### config.mk
export PLATFORM = sky130hd
export DESIGN_NAME = branch_resolve_ctrl_flat
export DESIGN_NICKNAME = d
export VERILOG_FILES = /design/src/rtl/branch_resolve_ctrl_if.sv /design/src/rtl/branch_resolve_ctrl.sv /design/src/flat_wrapper.sv
export SDC_FILE = /design/constraint.sdc
export NUM_CORES = 1
export LEC_CHECK = 0
export CAP_MARGIN = 20
export CORE_AREA = 2 2 233 235
export DETAILED_ROUTE_END_ITERATION = 10
export DIE_AREA = 0 0 235 237
export MAX_ROUTING_LAYER = met4
export PLACE_DENSITY = 0.42
export SETUP_SLACK_MARGIN = 0.4
export SYNTH_ARGS = -nofsm -noshare
export SYNTH_HDL_FRONTEND = slang
export SYNTH_SLANG_ARGS = --single-unit
### constraint.sdc
create_clock -name clk -period 2.7 [get_ports clk]
set_clock_uncertainty 0.1 [all_clocks]
set_input_delay 0.405 -clock clk [delete_from_list [all_inputs] [get_ports clk]]
set_output_delay 0.405 -clock clk [all_outputs]
set_load 0.05 [all_outputs]
### src/rtl/branch_resolve_ctrl_if.sv
// -----------------------------------------------------------------------------
// branch_resolve_pkg / branch_resolve_ctrl_if
//
// Purpose : Branch-op encoding shared by the execute stage and the branch
//           resolve controller, plus the interface bundling all of the
//           controller's handshake and data signals.
//
// Signal groups (directions as seen from the controller, i.e. modport slave):
//   ex_*     in  (ex_ready out)  resolved branch uop from the execute stage
//   redir_*  out (redir_ready in) held redirect request to fetch
//   flush    out                  one-cycle kill of younger uops
//   upd_*    out (upd_ready in)  predictor-update FIFO head
//   stat_*   out                  branch / mispredict counters
// The master modport is the environment side (execute, fetch, predictor).
// -----------------------------------------------------------------------------
package branch_resolve_pkg;
    typedef enum logic [3:0] {
        BRU_BEQ  = 4'd0,
        BRU_BNE  = 4'd1,
        BRU_BLT  = 4'd2,
        BRU_BLTU = 4'd3,
        BRU_BGE  = 4'd4,
        BRU_BGEU = 4'd5,
        BRU_B    = 4'd6,
        BRU_BL   = 4'd7,
        BRU_JIRL = 4'd8
    } bru_op_t;
endpackage

interface branch_resolve_ctrl_if;
    import branch_resolve_pkg::*;

    logic        ex_valid;
    logic        ex_ready;
    logic [31:0] ex_pc;
    bru_op_t     ex_op;
    logic        ex_taken;
    logic [31:0] ex_target;
    logic        ex_pred_taken;
    logic [31:0] ex_pred_target;

    logic        redir_valid;
    logic        redir_ready;
    logic [31:0] redir_pc;
    logic        flush;

    logic        upd_valid;
    logic        upd_ready;
    logic [31:0] upd_pc;
    logic [31:0] upd_target;
    logic        upd_taken;
    logic [1:0]  upd_kind;

    logic [31:0] stat_branches;
    logic [31:0] stat_mispred;

    modport master (
        output ex_valid, ex_pc, ex_op, ex_taken, ex_target, ex_pred_taken,
               ex_pred_target, redir_ready, upd_ready,
        input  ex_ready, redir_valid, redir_pc, flush, upd_valid, upd_pc,
               upd_target, upd_taken, upd_kind, stat_branches, stat_mispred
    );

    modport slave (
        input  ex_valid, ex_pc, ex_op, ex_taken, ex_target, ex_pred_taken,
               ex_pred_target, redir_ready, upd_ready,
        output ex_ready, redir_valid, redir_pc, flush, upd_valid, upd_pc,
               upd_target, upd_taken, upd_kind, stat_branches, stat_mispred
    );
endinterface

### src/rtl/branch_resolve_ctrl.sv
// -----------------------------------------------------------------------------
// branch_resolve_ctrl
//
// Purpose : Execute-stage branch controller. Accepts resolved branches,
//           detects mispredictions against the front-end prediction, raises a
//           single held redirect plus a one-cycle flush, and queues every
//           accepted branch into a predictor-update FIFO.
//
// Ports   : clk  - core clock, rising edge
//           rst  - asynchronous, active-high reset
//           bus  - branch_resolve_ctrl_if.slave (ex_*, redir_*, flush, upd_*,
//                  stat_*)
//
// Parameter : UPD_DEPTH - update FIFO entries (power of two, >= 2)
//
// Build option : define BRANCH_STATS_EN to build the stat_branches /
//                stat_mispred counters; otherwise both outputs read 0.
// -----------------------------------------------------------------------------
module branch_resolve_ctrl
    import branch_resolve_pkg::*;
#(
    parameter int UPD_DEPTH = 4
) (
    input  logic                 clk,
    input  logic                 rst,
    branch_resolve_ctrl_if.slave bus
);

    localparam int PW = $clog2(UPD_DEPTH);
    localparam int CW = PW + 1;

    typedef enum logic {
        ST_IDLE       = 1'b0,
        ST_WAIT_REDIR = 1'b1
    } state_t;

    state_t        state_q, state_d;
    logic [31:0]   redir_pc_q, redir_pc_d;
    logic          flush_q, flush_d;
    logic [CW-1:0] count_q, count_d;
    logic [PW-1:0] wr_ptr_q, wr_ptr_d;
    logic [PW-1:0] rd_ptr_q, rd_ptr_d;

    // FIFO payload storage; only the pointers/count need reset.
    logic [31:0] pc_mem     [UPD_DEPTH];
    logic [31:0] target_mem [UPD_DEPTH];
    logic        taken_mem  [UPD_DEPTH];
    logic [1:0]  kind_mem   [UPD_DEPTH];

    logic        op_legal;
    logic        ex_ready;
    logic        accept;
    logic        pop;
    logic        mispred;
    logic [31:0] correct_pc;
    logic [1:0]  kind;

    // Illegal encodings (9..15) are never accepted.
    assign op_legal = (4'(bus.ex_op) <= 4'(BRU_JIRL));
    assign ex_ready = (state_q == ST_IDLE) && (count_q < CW'(UPD_DEPTH)) && op_legal;
    assign accept   = bus.ex_valid && ex_ready;
    assign pop      = (count_q != '0) && bus.upd_ready;

    assign mispred    = (bus.ex_taken != bus.ex_pred_taken) ||
                        (bus.ex_taken && (bus.ex_target != bus.ex_pred_target));
    assign correct_pc = bus.ex_taken ? bus.ex_target : (bus.ex_pc + 32'd4);

    always_comb begin
        kind = 2'd0;
        case (bus.ex_op)
            BRU_B:    kind = 2'd1;
            BRU_BL:   kind = 2'd2;
            BRU_JIRL: kind = 2'd3;
            default:  kind = 2'd0;
        endcase
    end

    // Redirect FSM: one mispredict moves to WAIT_REDIR, where intake stalls
    // until fetch takes the redirect.
    always_comb begin
        state_d    = state_q;
        redir_pc_d = redir_pc_q;
        flush_d    = 1'b0;
        case (state_q)
            ST_IDLE: begin
                if (accept && mispred) begin
                    state_d    = ST_WAIT_REDIR;
                    redir_pc_d = correct_pc;
                    flush_d    = 1'b1;
                end
            end
            ST_WAIT_REDIR: begin
                if (bus.redir_ready) begin
                    state_d = ST_IDLE;
                end
            end
            default: state_d = ST_IDLE;
        endcase
    end

    // Pointers wrap naturally because UPD_DEPTH is a power of two.
    always_comb begin
        wr_ptr_d = wr_ptr_q;
        rd_ptr_d = rd_ptr_q;
        count_d  = count_q;
        if (accept) begin
            wr_ptr_d = wr_ptr_q + PW'(1);
        end
        if (pop) begin
            rd_ptr_d = rd_ptr_q + PW'(1);
        end
        case ({accept, pop})
            2'b10:   count_d = count_q + CW'(1);
            2'b01:   count_d = count_q - CW'(1);
            default: count_d = count_q;
        endcase
    end

    always_ff @(posedge clk or posedge rst) begin
        if (rst) begin
            state_q    <= ST_IDLE;
            redir_pc_q <= '0;
            flush_q    <= 1'b0;
            count_q    <= '0;
            wr_ptr_q   <= '0;
            rd_ptr_q   <= '0;
        end else begin
            state_q    <= state_d;
            redir_pc_q <= redir_pc_d;
            flush_q    <= flush_d;
            count_q    <= count_d;
            wr_ptr_q   <= wr_ptr_d;
            rd_ptr_q   <= rd_ptr_d;
        end
    end

    always_ff @(posedge clk) begin
        if (accept) begin
            pc_mem[wr_ptr_q]     <= bus.ex_pc;
            target_mem[wr_ptr_q] <= bus.ex_target;
            taken_mem[wr_ptr_q]  <= bus.ex_taken;
            kind_mem[wr_ptr_q]   <= kind;
        end
    end

    assign bus.ex_ready    = ex_ready;
    assign bus.redir_valid = (state_q == ST_WAIT_REDIR);
    assign bus.redir_pc    = redir_pc_q;
    assign bus.flush       = flush_q;
    assign bus.upd_valid   = (count_q != '0);
    assign bus.upd_pc      = pc_mem[rd_ptr_q];
    assign bus.upd_target  = target_mem[rd_ptr_q];
    assign bus.upd_taken   = taken_mem[rd_ptr_q];
    assign bus.upd_kind    = kind_mem[rd_ptr_q];

`ifdef BRANCH_STATS_EN
    logic [31:0] stat_branches_q, stat_branches_d;
    logic [31:0] stat_mispred_q, stat_mispred_d;

    always_comb begin
        stat_branches_d = stat_branches_q + 32'(accept);
        stat_mispred_d  = stat_mispred_q + 32'(accept && mispred);
    end

    always_ff @(posedge clk or posedge rst) begin
        if (rst) begin
            stat_branches_q <= '0;
            stat_mispred_q  <= '0;
        end else begin
            stat_branches_q <= stat_branches_d;
            stat_mispred_q  <= stat_mispred_d;
        end
    end

    assign bus.stat_branches = stat_branches_q;
    assign bus.stat_mispred  = stat_mispred_q;
`else
    assign bus.stat_branches = 32'd0;
    assign bus.stat_mispred  = 32'd0;
`endif

    // An illegal op is held off forever, so flag it loudly in simulation.
    assert property (@(posedge clk) disable iff (rst) bus.ex_valid |-> op_legal)
        else $error("branch_resolve_ctrl: illegal ex_op %0d", bus.ex_op);

endmodule
### src/flat_wrapper.sv
// flat-port wrapper written by rule: the top's interface ports become plain ports
module branch_resolve_ctrl_flat import branch_resolve_pkg::*;
#(
    parameter int UPD_DEPTH = 4
)
  (clk, rst, bus_ex_valid, bus_ex_pc, bus_ex_op, bus_ex_taken, bus_ex_target, bus_ex_pred_taken, bus_ex_pred_target, bus_redir_ready, bus_upd_ready, bus_ex_ready, bus_redir_valid, bus_redir_pc, bus_flush, bus_upd_valid, bus_upd_pc, bus_upd_target, bus_upd_taken, bus_upd_kind, bus_stat_branches, bus_stat_mispred);
  branch_resolve_ctrl_if bus_i ();
  input  logic clk;
  input  logic rst;
  input wire logic [$bits(bus_i.ex_valid)-1:0] bus_ex_valid;
  input wire logic [$bits(bus_i.ex_pc)-1:0] bus_ex_pc;
  input wire logic [$bits(bus_i.ex_op)-1:0] bus_ex_op;
  input wire logic [$bits(bus_i.ex_taken)-1:0] bus_ex_taken;
  input wire logic [$bits(bus_i.ex_target)-1:0] bus_ex_target;
  input wire logic [$bits(bus_i.ex_pred_taken)-1:0] bus_ex_pred_taken;
  input wire logic [$bits(bus_i.ex_pred_target)-1:0] bus_ex_pred_target;
  input wire logic [$bits(bus_i.redir_ready)-1:0] bus_redir_ready;
  input wire logic [$bits(bus_i.upd_ready)-1:0] bus_upd_ready;
  output wire logic [$bits(bus_i.ex_ready)-1:0] bus_ex_ready;
  output wire logic [$bits(bus_i.redir_valid)-1:0] bus_redir_valid;
  output wire logic [$bits(bus_i.redir_pc)-1:0] bus_redir_pc;
  output wire logic [$bits(bus_i.flush)-1:0] bus_flush;
  output wire logic [$bits(bus_i.upd_valid)-1:0] bus_upd_valid;
  output wire logic [$bits(bus_i.upd_pc)-1:0] bus_upd_pc;
  output wire logic [$bits(bus_i.upd_target)-1:0] bus_upd_target;
  output wire logic [$bits(bus_i.upd_taken)-1:0] bus_upd_taken;
  output wire logic [$bits(bus_i.upd_kind)-1:0] bus_upd_kind;
  output wire logic [$bits(bus_i.stat_branches)-1:0] bus_stat_branches;
  output wire logic [$bits(bus_i.stat_mispred)-1:0] bus_stat_mispred;
  assign bus_i.ex_valid = bus_ex_valid;
  assign bus_i.ex_pc = bus_ex_pc;
  assign bus_i.ex_op = bus_ex_op;
  assign bus_i.ex_taken = bus_ex_taken;
  assign bus_i.ex_target = bus_ex_target;
  assign bus_i.ex_pred_taken = bus_ex_pred_taken;
  assign bus_i.ex_pred_target = bus_ex_pred_target;
  assign bus_i.redir_ready = bus_redir_ready;
  assign bus_i.upd_ready = bus_upd_ready;
  assign bus_ex_ready = bus_i.ex_ready;
  assign bus_redir_valid = bus_i.redir_valid;
  assign bus_redir_pc = bus_i.redir_pc;
  assign bus_flush = bus_i.flush;
  assign bus_upd_valid = bus_i.upd_valid;
  assign bus_upd_pc = bus_i.upd_pc;
  assign bus_upd_target = bus_i.upd_target;
  assign bus_upd_taken = bus_i.upd_taken;
  assign bus_upd_kind = bus_i.upd_kind;
  assign bus_stat_branches = bus_i.stat_branches;
  assign bus_stat_mispred = bus_i.stat_mispred;
  branch_resolve_ctrl #(.UPD_DEPTH(UPD_DEPTH)) u_core (.clk(clk), .rst(rst), .bus(bus_i));
endmodule
Yosys cells after proc, flatten, opt, wreduce, memory -nomap -nowiden
Memory sizes are Yosys's and may differ from the RTL's.
Index checks and enable logic that the tools add are counted.

word-level totals
  register bits = 41
  input port bits = 107
  word-level logic and storage cells = 44
  output and inout port bits = 167
  memories kept = 4
  memory bits (writable) = 268

memory list
  memory             words  bits a word  read ports  clocked after Yosys merged registers in  wr ports  RTL line                   source
  u_core.pc_mem      4      32           1           0                                        1         branch_resolve_ctrl.sv:45  logic [31:0] pc_mem [UPD_DEPTH];
  u_core.target_mem  4      32           1           0                                        1         branch_resolve_ctrl.sv:46  logic [31:0] target_mem [UPD_DEPTH];
  u_core.kind_mem    4      2            1           0                                        1         branch_resolve_ctrl.sv:48  logic [1:0] kind_mem [UPD_DEPTH];
  u_core.taken_mem   4      1            1           0                                        1         branch_resolve_ctrl.sv:47  logic taken_mem [UPD_DEPTH];

cells by class
  bitwise logic cells = 1
  magnitude comparators = 2
  add/sub/neg operators = 5
  multiplexer cells = 9
  reduce and logical (&&, ||, !) cells = 10
  eq/ne operators = 7

operator list
  kind                                                                number
  32-bit by 3-bit adder with 32-bit output, second input constant     1
  32-bit 2-to-1 mux                                                   1
  32-bit inequality test                                              1
  4-bit by 3-bit == test with 1-bit output, second input constant     2
  1-bit logical AND                                                   6
  2-bit one-hot mux with 3 select lines                               1
  3-bit one-hot mux with 2 select lines                               1
  1-bit 2-to-1 mux                                                    5
  2-bit by 1-bit adder with 2-bit output, second input constant       2
  4-bit == test, second input constant                                1
  4-bit less-or-equal comparator, second input constant               1
  3-bit by 1-bit adder with 3-bit output, second input constant       1
  3-bit less-than comparator, second input constant                   1
  3-bit nonzero test                                                  1
  3-bit by 1-bit subtractor with 3-bit output, second input constant  1
  2-bit by 1-bit == test with 1-bit output, second input constant     1
  2-bit == test, second input constant                                1
  1-bit one-hot mux with 2 select lines                               1
  2-bit AND reduction                                                 1
  2-bit nonzero test                                                  1
  1-bit logical OR                                                    1
  1-bit inequality test                                               1
  1-bit NOT                                                           1

Longest topological paths before layout
Gate-level depths: netlist (run 1).

  word-level depth = 7
  mapped depth = 11
  gate-level depth less buffers = 10

Least setup slack after synthesis (run 1)
No wires, ideal clock.

  path kind = input -> register
  start point = input bus_ex_op[0]
  end point = memory u_core.kind_mem[0][0], enable pin
  arrival time = 2458 ps
  required time = 2205 ps
  library setup time = 395 ps
  buffers on the path = 0
  setup slack = -252 ps
  stages = 3
  path through = or3_4 a211oi_4 and3_2

between the ends
  longest elaborated chain between the ends = 5

ends and longest elaborated chain
  what                                    RTL line                    source
  from (decl)                             flat_wrapper.sv:12          input wire logic [$bits(bus_i.ex_op)-1:0] bus_ex_op;
  4-bit less-or-equal comparator          branch_resolve_ctrl.sv:59   assign op_legal = (4'(bus.ex_op) <= 4'(BRU_JIRL));
  1-bit logical AND                       branch_resolve_ctrl.sv:60   assign ex_ready = (state_q == ST_IDLE) && (count_q < CW'(UPD_DEPTH)) && op_legal;
  named net bus_ex_ready                  flat_wrapper.sv:19          output wire logic [$bits(bus_i.ex_ready)-1:0] bus_ex_ready;
  1-bit logical AND                       branch_resolve_ctrl.sv:61   assign accept = bus.ex_valid && ex_ready;
  1-bit 2-to-1 mux                        branch_resolve_ctrl.sv:138  if (accept) begin
  1-bit 2-to-1 mux (implied by the code)  branch_resolve_ctrl.sv:142  kind_mem[wr_ptr_q] <= kind;
  to (decl)                               branch_resolve_ctrl.sv:48

The timed path passes the listed nets, and every way through them passes these cells.

Worst setup path after layout (run 1)
  start point = register u_core.rd_ptr_q[0]
  end point = output bus_upd_target[11]

between the ends
  longest elaborated chain between the ends = 1

ends and longest elaborated chain
  what                    RTL line                    source
  from (decl)             branch_resolve_ctrl.sv:42   logic [PW-1:0] rd_ptr_q, rd_ptr_d;
  from (signal assigned)  branch_resolve_ctrl.sv:133  rd_ptr_q <= rd_ptr_d;
  memory 4 x 32 bit       n/a
  to (decl)               flat_wrapper.sv:25          output wire logic [$bits(bus_i.upd_target)-1:0] bus_upd_target;

No other way between the ends.

==> out/summary.txt, run 1 <==
outcome: completed
routed vias: 7506
post-synth cell types: 39
Yosys Warn Count: 0
syn avg cell area: 18.2 um^2
period utilization: 96.5%
Total Wirelength: 40.4 mm
clk slew on worst S/H paths: 0.06 ns
clock sinks: 309
fmax: 384 MHz
Hold-fix buffers, CTS: 0
worst r2r src: u_core.count_q[2]
Yosys top cell by area: edfxtp_1
total CTS buffers: 36
Hold Violations, Final: 0
Final setup viols: 0
vias in the first global route: 7794
Power, Total: 19.5 mW
CTS Buffer Depth: 3
post-route ant nets: 0
CP Cell Sequence: buf_12 -> mux4_2 -> buf_4
crit path buf inv count: 2
Cell Area, Synth: 13200 um^2
Critical Path Stages: 3
RSZ-0062 raised after global routing: yes
initial antenna violation count: 5
Setup CP Type: register to output pin
cells on worst reg2reg path: 8
dominant synthesized flop cell: edfxtp_1
Pleak: 6.84 nW
Congestion Overflow GR: 0
global-route wire length before repair: 57.0 mm
die width: 235 um
DR WL/cell: 22.3 um
largest net degree at the start of global routing: 64
Slew @ Worst Pin: 0.679 ns
Placed Cells incl. Taps: 1730
Power Density: 1060 nW/um^2
Core ar.: 53300 um^2
FF+latch count, synth: 309
Die ar.: 55700 um^2
sequential area share after synthesis: 68.8%
Area contributors post-synth: edfxtp_1, mux4_2, dfrtp_1
slew margin rel.: 54.9%
row count: 85
register area: 9080 um^2
filler instances: 5134
Port-buffer cells: 209
Max Cap Violations: 0
slowest CP cell: mux4_2
Syn Inst Count: 726
chip height: 237 um
Pre-antenna DRT Iters: 4
starting density of the core: 24.8%
Final Max Tran Viols: 0
root buffer cell: clkbuf_16
initial DRC count: 364
CP max FO: 16
CTS tree: yes
CP Data Arrival Time: 2.10 ns
layout cells sized above 1: 35.0%
most frequent cell after synthesis: edfxtp_1
worst min-delay path class: input pin to async pin
Peak VDD IR: 0.449 mV
Residual DRC: 0
Worst-Skew Late Latency: 0.53 ns
Worst setup SP type: register
Post-Layout Cell Count: 1814
via/cell ratio: 4.14
fraction of registers with async set/reset: 13.3%
Ports: 274
Area Overhead vs Synth: 39.6%
max incr delay on CP: 0.60 ns
detailed placer's ending HPWL: 29.2 mm
WP data required: 2.19 ns
Setup crit end kind: output pin
H-tree lvl count: 2
Reg2Reg Setup Slack: 0.65 ns
Total GRT Usage: 14.7%
R2R Path End: u_core.count_q[2]
top cells by count, synth: edfxtp_1, mux4_2, buf_4
Post-synth EDFFs: 268
Final nets: 1200
Synth top area share: 61.0%
crit-path leading delay family: multiplexers
RePlAce Congestion: 0.718
Final min period: 2.61 ns
area of the multi-input gates: 3830 um^2
[cell families after synthesis]
logic type	share of synthesized area, %
other cells	0.0284
flops	68.8
mux	15.4
compound gates	1.45
fa+ha+maj	0.721
simple gates	4.02
buf+inv	5.20
xor+xnor	4.38
[placed cells by master (no fill, tap or decap), types with 3 or more instances in the layout]
cell type,instances
nand4_1,14
ha_1,4
edfxtp_1,268
clkdlybuf4s50_1,98
and3_1,3
inv_2,3
nor4_4,3
xor2_1,29
clkinv_1,4
buf_6,22
conb_1,64
clkinv_2,4
mux2_4,30
dfrtp_1,39
xnor2_1,29
inv_1,7
buf_12,22
dlymetal6s2s_1,21
nand2_1,38
buf_4,156
nor3_1,3
clkbuf_1,15
mux4_2,67
and3_4,4
nor4_1,3
dlygate4sd2_1,20
o21ai_0,25
xnor2_2,7
nand3_1,19
clkbuf_16,38
buf_16,4
buf_8,4
clkbuf_8,3
diode_2,6
nor2_1,8
mux2_2,7
[per-stage QoR]
stage	util (%)	hold WS [ns]	TNS, ns	instance area [um^2]	setup WS [ns]
3_5_place_dp	31.7	0.386	-12.49	16900	-0.405
2_1_floorplan	-	0.359	-0.502	13500	-0.0219
3_3_place_gp	31.7	0.381	-10.63	16900	-0.421
5_1_grt	34.6	0.165	0	18400	0.0323
4_1_cts	34.2	0.110	0	18200	0.0391
6_report	34.6	0.119	0	18400	0.0947
[registers in the layout, indices dropped and copies added (netlist names)]
name	cells
u_core.pc_mem	128
u_core.target_mem	128
u_core.bus.redir_pc	32
u_core.kind_mem	8
u_core.taken_mem	4
u_core.count_q	3
u_core.rd_ptr_q	2
u_core.wr_ptr_q	2
u_core.bus.flush	1
u_core.bus.redir_valid	1
[report_power, final]
| part | switching (mW) | leakage (nW) | total [mW] | internal [mW] |
|---|---|---|---|---|
| logic | 5.39 | 3.38 | 8.75 | 3.35 |
| registers | 0.402 | 2.92 | 6.23 | 5.83 |
| clock network | 1.86 | 0.531 | 4.56 | 2.70 |
[layout make-up]
class / count / share of cell area (%)
flip-flops and latches: 309 / 49.3
clock buffers: 55 / 5.56
clock inverters: 9 / 0.353
repair buffers: 350 / 18.9
multi-input cells: 379 / 20.8
inverters: 10 / 0.204
well taps: 696 / 4.73
diodes: 6 / 0.0815
[worst max path at each step]
stage	start	slack [ns]	to
global placement	bus_ex_pc[2]	-0.42	u_core.bus.redir_pc[30]
floorplan	bus_ex_op[2]	-0.02	u_core.count_q[2]
global route	u_core.rd_ptr_q[0]	0.03	bus_upd_target[15]
CTS	u_core.rd_ptr_q[0]	0.04	bus_upd_pc[5]
finish	u_core.rd_ptr_q[0]	0.09	bus_upd_target[11]
detailed placement	bus_ex_target[28]	-0.40	u_core.bus.redir_pc[25]
[per-layer routing]
layer  vias up  global-route usage, %  part of all wire (%)
li1       3413                      -                     -
met1      3820                   18.8                    44
met2       230                   23.7                    49
met3        43                   3.36                   5.5
met4         0                   3.64                   1.5
met5         -                      -                     0
[what timing repair did]
item / 4_1_cts / 5_1_grt
pin swaps: 4 / 17
setup endpoints to repair: 120 / 106
cloned: 2 / 1
setup buffers: 10 / 1
gates resized for setup: 54 / 41
Note: power is estimated with default switching activity, not from simulation.
==> run 2, diff against run 1 <==
Settings changed: CTS_CLUSTER_SIZE set to 12, SKIP_CTS_REPAIR_TIMING set to 1.
==> out/summary.txt, run 2 (synthesized netlist as in run 1, its figures left out) <==
worst setup slack after layout: 0.102 ns
NetSw: 7.72 mW
register area: 9080 um^2
Area Overhead vs Synth: 41.3%
power share of the combinational group: 45.8%
layout cells sized above 1: 35.2%
total CTS buffers: 36
Port-buffer cells: 209
Hold Violations, Final: 0
row count: 85
Power Density: 1070 nW/um^2
filler instances: 5113
Power, Total: 19.9 mW
Setup CP Type: register to output pin
register share of total power: 31.3%
pre-CTS setup slack: -0.405 ns
Peak VDD IR: 0.476 mV
Setup crit end kind: output pin
Total Wirelength: 40.6 mm
worst min-delay path class: input pin to async pin
Final setup viols: 0
via/cell ratio: 4.13
Worst-Skew Late Latency: 0.53 ns
initial antenna violation count: 6
clk slew on worst S/H paths: 0.05 ns
Pleak: 7.07 nW
CP max FO: 12
setup_tns: 0 ns
Final min period: 2.60 ns
clock group share of total power: 22.9%
die width: 235 um
H-tree lvl count: 2
period utilization: 96.2%
clock sinks: 309
CTS tree: yes
Slew @ Worst Pin: 0.678 ns
P_int: 12.2 mW
slew margin rel.: 54.7%
Residual DRC: 0
Final Max Tran Viols: 0
area of the multi-input gates: 3860 um^2
WP data required: 2.19 ns
chip height: 237 um
fmax: 385 MHz
Core ar.: 53300 um^2
outcome: completed
Post-Layout Cell Count: 1817
Die ar.: 55700 um^2
CTS Buffer Depth: 3
Core Util, Final: 35.0%
DR WL/cell: 22.3 um
Placed Cells incl. Taps: 1730
Pre-antenna DRT Iters: 4
global-route wire length before repair: 56.4 mm
sw frac: 38.8%
RSZ-0062 raised after global routing: yes
most frequent cells in the layout: edfxtp_1, buf_4, clkdlybuf4s50_1
Total GRT Usage: 14.5%
CP Data Arrival Time: 2.09 ns
routed vias: 7511
vias in the first global route: 7769
commonest non-fill, non-tap cell in the layout: edfxtp_1
largest net degree at the start of global routing: 64
Congestion Overflow GR: 0
Ports: 274
RePlAce Congestion: 0.718
detailed placer's ending HPWL: 29.2 mm
root buffer cell: clkbuf_16
starting density of the core: 24.8%
initial DRC count: 344
Worst setup SP type: register
post-route ant nets: 0
Final nets: 1204
Max Cap Violations: 0
run 2: changes by cell type in the layout (fill, tap and decap cells not counted), moves of 2 or more:
cell / previous run / this run
clkbuf_16: 38 / 41
buf_12: 22 / 24
clkdlybuf4s50_1: 98 / 100
buf_16: 4 / 2
buf_6: 22 / 41
dlymetal6s2s_1: 21 / 40
buf_4: 156 / 139
dlygate4sd2_1: 20 / 0
run 2: final timing paths:
path / from / to / slack, ns / depth (start not counted)
max: u_core.rd_ptr_q[0] / bus_upd_taken / 0.10 / 4
min: rst / u_core.count_q[1] / 0.12 / 2
max reg2reg: u_core.count_q[2] / u_core.count_q[2] / 0.66 / 8
min reg2reg: u_core.count_q[0] / u_core.count_q[0] / 0.39 / 1
max in group asynchronous: rst / u_core.bus.redir_pc[17] / 1.78 / 3
min in group clk: bus_ex_target[1] / u_core.target_mem[1][1] / 0.16 / 2
run 2: critical path, stage by stage, from the launching register on:
cell       delay [ns]
dfrtp_4          0.44
buf_12           0.16
clkbuf_16        0.20
mux4_2           0.54
buf_4            0.21
run 2: routing by layer:
layer / part of all wire (%) / vias to the layer above / global-route usage (%)
met5: 0 / - / -
met4: 1.5 / 0 / 3.82
met3: 6.3 / 41 / 3.36
met2: 49 / 231 / 23.0
met1: 43 / 3819 / 18.8
li1: - / 3420 / -
run 2: final cells by class:
| class | count | area share [%] |
|---|---|---|
| Antenna cell | 5 | 0.0671 |
| Inverter | 10 | 0.201 |
| Tap cell | 696 | 4.67 |
| Clock inverter | 9 | 0.349 |
| Multi-Input combinational cell | 379 | 20.7 |
| Timing Repair Buffer | 354 | 19.8 |
| Clock buffer | 55 | 5.49 |
| Sequential cell | 309 | 48.7 |
run 2: power by group through the flow:
stage,registers [mW],clock network (mW),logic (mW)
global placement,6.42,0,8.42
finish,6.22,4.56,9.10
global route,6.29,4.89,9.53
detailed placement,6.41,0,8.44
floorplan,6.96,0,4.80
CTS,6.33,4.71,8.45
run 2: through the flow:
step                cell area [um^2]  hold WS (ns)
CTS                            18000         0.110
detailed placement             16900         0.386
finish                         18600         0.117
floorplan                      13500         0.359
global route                   18600         0.165
global placement               16900         0.381
==> run 3, diff against run 2 <==
Settings changed: ABC_AREA set to 1, CORE_AREA 2 2 233 235 to 2 2 239 241, DIE_AREA 0 0 235 237 to 0 0 241 243, DONT_BUFFER_PORTS set to 1, PLACE_DENSITY 0.42 to 0.35.
==> out/summary.txt, run 3 <==
outcome: finished, violations left
failing checks: hold timing
Synth top area share: 57.9%
chip height: 243 um
Pleak: 7.11 nW
Slew @ Worst Pin: 0.642 ns
Syn Inst Count: 1320
commonest non-fill, non-tap cell in the layout: edfxtp_1
Core Util, Final: 33.1%
largest net degree at the start of global routing: 91
Residual DRC: 0
clock sinks: 309
Congestion Overflow GR: 0
sw frac: 43.9%
dominant synthesized flop cell: edfxtp_1
root buffer cell: clkbuf_16
total CTS buffers: 39
H-tree lvl count: 2
Setup CP Type: register to output pin
P_int: 12.9 mW
global-route wire length before repair: 64.8 mm
slew margin rel.: 57.1%
Core ar.: 56000 um^2
row count: 87
Final nets: 1588
fraction of registers with async set/reset: 13.3%
area of the multi-input gates: 4450 um^2
sequential area share after synthesis: 65.3%
Port-buffer cells: 0
Hold Slack: -0.00457 ns
Max Cap Violations: 0
DR WL/cell: 22.8 um
fmax: 396 MHz
syn avg cell area: 10.5 um^2
Die ar.: 58600 um^2
CP max FO: 12
Yosys Warn Count: 0
CTS tree: yes
Peak VDD IR: 0.605 mV
register share of total power: 30.6%
Post-synth EDFFs: 268
clock group share of total power: 20.6%
top cells by count, synth: edfxtp_1, nand2_1, nor2_1
initial antenna violation count: 0
RePlAce Congestion: 0.779
RSZ-0062 raised after global routing: yes
post-synth cell types: 33
filler instances: 5692
Pre-antenna DRT Iters: 4
initial DRC count: 671
Cell Area, Synth: 13900 um^2
WP data required: 2.19 ns
Yosys top cell by area: edfxtp_1
NetSw: 10.1 mW
Final setup viols: 0
Power Density: 1250 nW/um^2
routed vias: 9883
Worst-Skew Late Latency: 0.55 ns
post-route ant nets: 0
Area contributors post-synth: edfxtp_1, dfrtp_1, nand2_1
FF+latch count, synth: 309
register area: 9080 um^2
starting density of the core: 24.8%
Final Max Tran Viols: 0
vias in the first global route: 9372
period utilization: 93.5%
Area Overhead vs Synth: 33.2%
detailed placer's ending HPWL: 29.3 mm
Ports: 274
Total GRT Usage: 15.6%
Final min period: 2.53 ns
Hold Violations, Final: 1
Total Wirelength: 51.5 mm
worst min-delay path class: input pin to register
via/cell ratio: 4.37
most frequent cells in the layout: edfxtp_1, nand2_1, nor2_1
Setup crit end kind: output pin
power share of the combinational group: 48.8%
layout cells sized above 1: 16.4%
CTS Buffer Depth: 3
Worst setup SP type: register
clk slew on worst S/H paths: 0.06 ns
CP Data Arrival Time: 2.02 ns
die width: 241 um
## run 3: cell types whose count changed in the layout (fill, tap and decap cells not counted), moves of 41 or more
cell             change
nor2_1             +181
nand3_1             +41
o22ai_2             +60
buf_12              +47
buf_6               -41
mux4_2              -67
inv_1               +69
o21ai_1             +42
nand2_1            +229
clkdlybuf4s50_1    -100
buf_4              -119
o21ai_0             +82
dlygate4sd3_1       +68
## run 3: power by group through the flow
stage	Combinational [mW]	Sequential, mW	Clock (mW)
final	11.3	7.06	4.75
after global routing	11.9	7.13	5.13
after CTS	10.2	7.12	4.94
after detailed placement	10.1	7.22	0
after global placement	10.1	7.21	0
after floorplan	5.95	6.89	0
## run 3: area by class of cell
cell class                      instances  area share, %
Inverter                               79           1.68
Timing Repair Buffer                  173           13.9
Multi-Input combinational cell        872           24.1
Clock inverter                         20          0.676
Antenna cell                            1         0.0135
Clock buffer                           49           5.48
Tap cell                              756           5.11
Sequential cell                       309           49.1
## run 3: worst paths after layout
path,cells past startpoint,from,slack [ns],to
worst max-delay path,5,u_core.rd_ptr_q[0],0.17,bus_upd_pc[30]
worst min-delay path,4,bus_ex_target[28],-0.005,u_core.bus.redir_pc[28]
worst max register to register,10,u_core.bus.redir_valid,0.53,u_core.count_q[2]
worst min register to register,1,u_core.count_q[0],0.38,u_core.count_q[0]
max in group asynchronous,3,rst,1.65,u_core.bus.redir_pc[4]
min in group asynchronous,2,rst,0.30,u_core.bus.redir_pc[28]
## run 3: cells by family after synthesis
group,Yosys count,synth area share [%]
and+or+nand+nor,553,16.3
xor gates and xnor gates,20,1.26
buffers and inverters,202,7.50
adders and majority gates,7,0.684
other,1,0.0270
DFF,309,65.3
AOI/OAI and AO/OA,228,8.93
## run 3: through the flow
step	TNS (ns)	setup slack, ns	instances	cell area (um^2)	power (mW)
after floorplan	-18.36	-0.0853	1383	14600	12.8
after global placement	0	0.315	2106	16300	17.4
after detailed placement	0	0.273	2106	16300	17.4
after CTS	-11.64	-0.297	2175	17400	22.2
after global routing	0	0.115	2258	18500	24.1
final	0	0.174	2259	18500	23.1
## run 3: critical path, stage by stage (launching register included)
cell and delay (ns):
dfrtp_4 0.56, clkinv_8 0.16, clkbuf_16 0.23, nor2_1 0.07, o22ai_2 0.26, buf_12 0.18
## run 3: routing by layer
layer  global-route usage [%]  vias to the layer above  part of all wire (%)
li1                         -                     4724                     -
met1                     19.8                     4858                    44
met2                     24.7                      239                    49
met3                     4.20                       62                   5.8
met4                     3.81                        0                   1.8
met5                        -                        -                     0
==> variant 1, RTL diff (settings of run 2) <==
Put a register stage on the output `bus.redir_valid`. The value now appears one clock later.
--- a/src/rtl/branch_resolve_ctrl.sv
+++ b/src/rtl/branch_resolve_ctrl.sv
@@ -146,3 +146,5 @@
     assign bus.ex_ready    = ex_ready;
-    assign bus.redir_valid = (state_q == ST_WAIT_REDIR);
+    always_ff @(posedge clk) begin
+        bus.redir_valid <= (state_q == ST_WAIT_REDIR);
+    end
     assign bus.redir_pc    = redir_pc_q;
Check against the original RTL: not equivalent (Yosys sat finds a counterexample within 4 cycles, from zero or initial values and one cycle with rst high).
==> variant 1 against run 2 <==
- largest cell class unchanged
- combinational power is 2% higher
- sequential cell count increased by 1
- power rose by 4.6%
- wire length up 1.1%
- final cell count up 0.77%
- synthesized area up 0.15%
- cell area increased by 1.6%
- worst setup slack improved by 36 ps
==> variant 1: results <==
[status]
status = "complete, no violations"

[clocking]
cts_inserted_buffers = 38
clock_latency_ps = 530

[critical_path]
path_delay_family = "multiplexers"
rrSetupSlack_ps = 630
worst-path-max-fanout = 10
endpoint = "bus_upd_target[30]"
arrival_ps = 2060
slowest_delay_ps = 550

[power_and_ir_drop]
leakage_nw = 7.127
cell_internal_pwr_mw = 12.90
powerComb_mw = 9.30
peakVddDrop_uv = 563.6
seq_power_mw = 6.24
pg_clk_mw = 5.26

[placed_design]
gp_congestion = 0.7193
dp.cells = 1739
pre_cts_slack_ps = -285.9
dp_hpwl_mm = 29.22
place_area_um2 = 16990

[final_layout]
drive_gt1_share_pct = 36.04
stdcell_count = 1831
n_fill_cell = 5084
final_nets = 1216

[synthesis]
synth.area.mux_share_pct = 15.41
synthAdderAreaFrac_pct = 0.7196
seq_area_frac_synth_pct = 68.81
syn_avg_cell_area_um2 = 18.18
synth_compound_area_share_pct = 1.449
synth-async-reset-ratio_pct = 13.23
synthTopCellsByArea = "edfxtp_1 61%, mux4_2 11%, dfrtp_1 7.8%"
ys.warnings.count = 0
synth_xor_area_share_pct = 4.374
synth_edf_count = 268
yosysUniqueCellTypes = 40

[drt]
drtIter0Drc = 464
drt-pass1-iter-count = 6
vias = 7644
met2_wirelength_mm = 19.93
topRoutingLayerUsed = "met4"
m1WireLength_mm = 18.47
post_drt_wl_per_cell_um = 22.40
wl_met3_mm = 1.989

[sta]
period_share_pct = 94.87
holdWs_ps = 183.0
slew_headroom_pct = 54.10

[global_routing]
grt_use_met3_pct = 2.798
use_met1_pct = 19.27
met2_usage_pct = 23.55
first_global_vias = 7932
grtUsageTotal_pct = 14.69
grt_pass1_wl_mm = 57.25

[hold_path]
min_path_type = "in -> reg"
==> variant 1: cell types whose count changed after synthesis, sizes merged <==
cell   delta
dfxtp     +1
==> variant 1: worst reg2reg max path, cell delays in order (launching register included) <==
cell and delay, ps:
dfrtp_1 430, or3_1 390, and2_1 240, ha_4 190, inv_2 50, fa_2 190, xor2_1 160, nor2_1 70
xor2_1 140
==> variant 1: cell families after synthesis <==
logic type | after synthesis
other | 1
flip-flops | 310
buffers and inverters | 101
AO/OA/AOI/OAI | 33
multiplexers | 105
XOR/XNOR | 66
AND/OR/NAND/NOR | 104
adder cells (fa/ha/maj) | 7
==> variant 1: area by class of cell <==
cell class / instances / area (um^2) / area share, %
diodes: 3 / 7.507 / 0.03964
clock buffers: 47 / 1015 / 5.357
clock inverters: 23 / 279.0 / 1.473
inverters: 10 / 37.54 / 0.1982
multi-input cells: 379 / 3772 / 19.92
flip-flops and latches: 310 / 9101 / 48.05
well taps: 696 / 870.8 / 4.598
repair buffers: 363 / 3857 / 20.37
==> variant 2, RTL diff (settings of run 2) <==
Without the edit above. The option `BRANCH_STATS_EN` is turned on by a define.
--- a/src/rtl/branch_resolve_ctrl.sv
+++ b/src/rtl/branch_resolve_ctrl.sv
@@ -18,2 +18,4 @@
 // -----------------------------------------------------------------------------
+`define BRANCH_STATS_EN
+
 module branch_resolve_ctrl
Behaviour: not the same (Yosys sat finds a counterexample within 4 cycles, from zero or initial values and one cycle with rst high).
==> variant 2 against run 2 <==
- synthesized area grew 22%
- worst setup slack worse by 31 ps
- wire length grew 24%
- largest cell class unchanged
- maximum frequency fell by 1.2%
- clock power increased by 32%
- worst hold slack worse by 69 ps
- critical path type unchanged
- first-iteration DRC count rose by 65%
- power rose by 16%
- sequential cell count increased by 64
- global-route usage grew 3.6 points
- utilization rose by 9.0 points
- cell area grew 26%
- die area unchanged
==> variant 2: results <==
[final_layout]
drive_gt1_share_pct = 29.70
synthToLayoutAreaGrowth_pct = 46.14
stdcell_count = 2202
reg.largest.list = "u_core.pc_mem (128), u_core.target_mem (128)"
final_nets = 1591
n_fill_cell = 4808

[synthesis]
seq_area_frac_synth_pct = 66.57
ys.warnings.count = 0
yosysUniqueCellTypes = 53
synth.top_cells.by_count = "268 x edfxtp_1, 105 x dfrtp_1, 67 x mux4_2, 61 x xnor2_1, 55 x nand2_1"
synth-async-reset-ratio_pct = 28.15
synthFlopType = "edfxtp_1"
syn_avg_cell_area_um2 = 15.42
synth_nets = 1158
synthTopCellsByArea = "edfxtp_1 50%, dfrtp_1 16%, mux4_2 9.4%"
synth_edf_count = 268

[placed_design]
dp.cells = 2103
place_area_um2 = 21140
dp_hpwl_mm = 34.48
gp_congestion = 0.7789
io_buffers = 273

[clocking]
clock_latency_ps = 560
cts_inserted_buffers = 43
clockBufferDepth = 3
path_clk_slew_ps = 60
htreeDepth = 2
cts-root-buf = "clkbuf_16"

[critical_path]
arrival_ps = 2120
slowest_delay_ps = 590
path_delay_family = "multiplexers"
worst-path-max-fanout = 12
crit_path_top_delay_cell = "mux4_2"

[status]
status = "complete, no violations"

[drt]
totalWireLength_mm = 50.10
routed_via_density = 4.847
drtIter0Drc = 567
drt-pass1-iter-count = 5

[global_routing]
grt_pass1_wl_mm = 73.04
grt_max_degree = 72
grtUsageTotal_pct = 18.07
antenna_found_initial = 1

[hold_path]
min_path_type = "in -> reg"

[power_and_ir_drop]
leakage_nw = 10.42
peakVddDrop_uv = 423.0

[sta]
tightest_slew_ps = 654.5
-- variant 2: cell count changes in the layout (fill, tap and decap cells not counted), moves of 23 or more --
cell             delta
buf_4              +27
clkdlybuf4s50_1    -59
dfrtp_1            +63
buf_12             +27
xnor2_1            +26
conb_1             -64
buf_6              -27
o211ai_1           +25
inv_1              +24
dlymetal6s2s_1    +103
mux2_4             -29
nand4_1            +30
nor2_1             +23
-- variant 2: cell families (layout without fill, tap and decap cells) --
| family | after synthesis | count (layout) | synth area share (%) |
|---|---|---|---|
| compound gates | 98 | 98 | 4.214 |
| flops | 373 | 373 | 66.57 |
| other cells | 0 | 1 | 0 |
| fa+ha+maj | 11 | 11 | 0.9051 |
| buf+inv | 84 | 549 | 2.216 |
| simple gates | 282 | 282 | 9.714 |
| mux | 80 | 80 | 10.26 |
| xor+xnor | 112 | 112 | 6.117 |
-- variant 2: final timing paths --
check	start	to	slack (ps)	depth (start not counted)
worst min register to register	u_core.bus.stat_branches[31]$_DFF_PP0_	u_core.bus.stat_branches[31]$_DFF_PP0_	380	1
min in group asynchronous	rst	u_core.bus.stat_branches[4]$_DFF_PP0_	80	2
worst max register to register	u_core.bus.redir_valid$_DFF_PP0_	u_core.bus.stat_mispred[23]$_DFF_PP0_	400	10
worst max-delay path	u_core.rd_ptr_q[0]$_DFFE_PP0P_	bus_upd_target[16]	70	4
worst min-delay path	bus_ex_target[8]	u_core.target_mem[3][8]$_DFFE_PP_	50	2
max in group asynchronous	rst	u_core.rd_ptr_q[1]$_DFFE_PP0P_	1690	3
-- variant 2: stage by stage --
step	setup slack, ps	hold slack [ps]	TNS, ps	total power, mW
final	71.11	48.82	0	23.06
after floorplan	-37.40	357.4	-132.5	12.89
after global routing	8.872	41.35	0	23.98
after global placement	-830.9	378.7	-33350	16.91
after detailed placement	-871.1	370.7	-33450	16.92
after CTS	-282.2	68.64	-8637	22.98
-- variant 2: cell type report --
type                    count  share of cell area, %
multi-input cells         583                  23.30
clock inverters            21                  1.175
diodes                      1                0.01068
well taps                 696                  3.716
repair buffers            439                  20.74
flip-flops and latches    373                  45.59
clock buffers              56                  4.928
inverters                  33                 0.5446
-- variant 2: per-layer routing --
| layer | part of all wire [%] | track usage, % |
|---|---|---|
| met4 | 2.0 | 5.082 |
| met5 | 0 | - |
| met1 | 45 | 24.45 |
| met3 | 6.1 | 4.267 |
| met2 | 47 | 27.17 |
-- variant 2: where the power goes --
part | switching [mW] | internal [mW] | leakage (nW)
Clock | 2.34 | 3.67 | 0.701
Combinational | 5.76 | 3.95 | 5.93
Sequential | 0.490 | 6.85 | 3.79
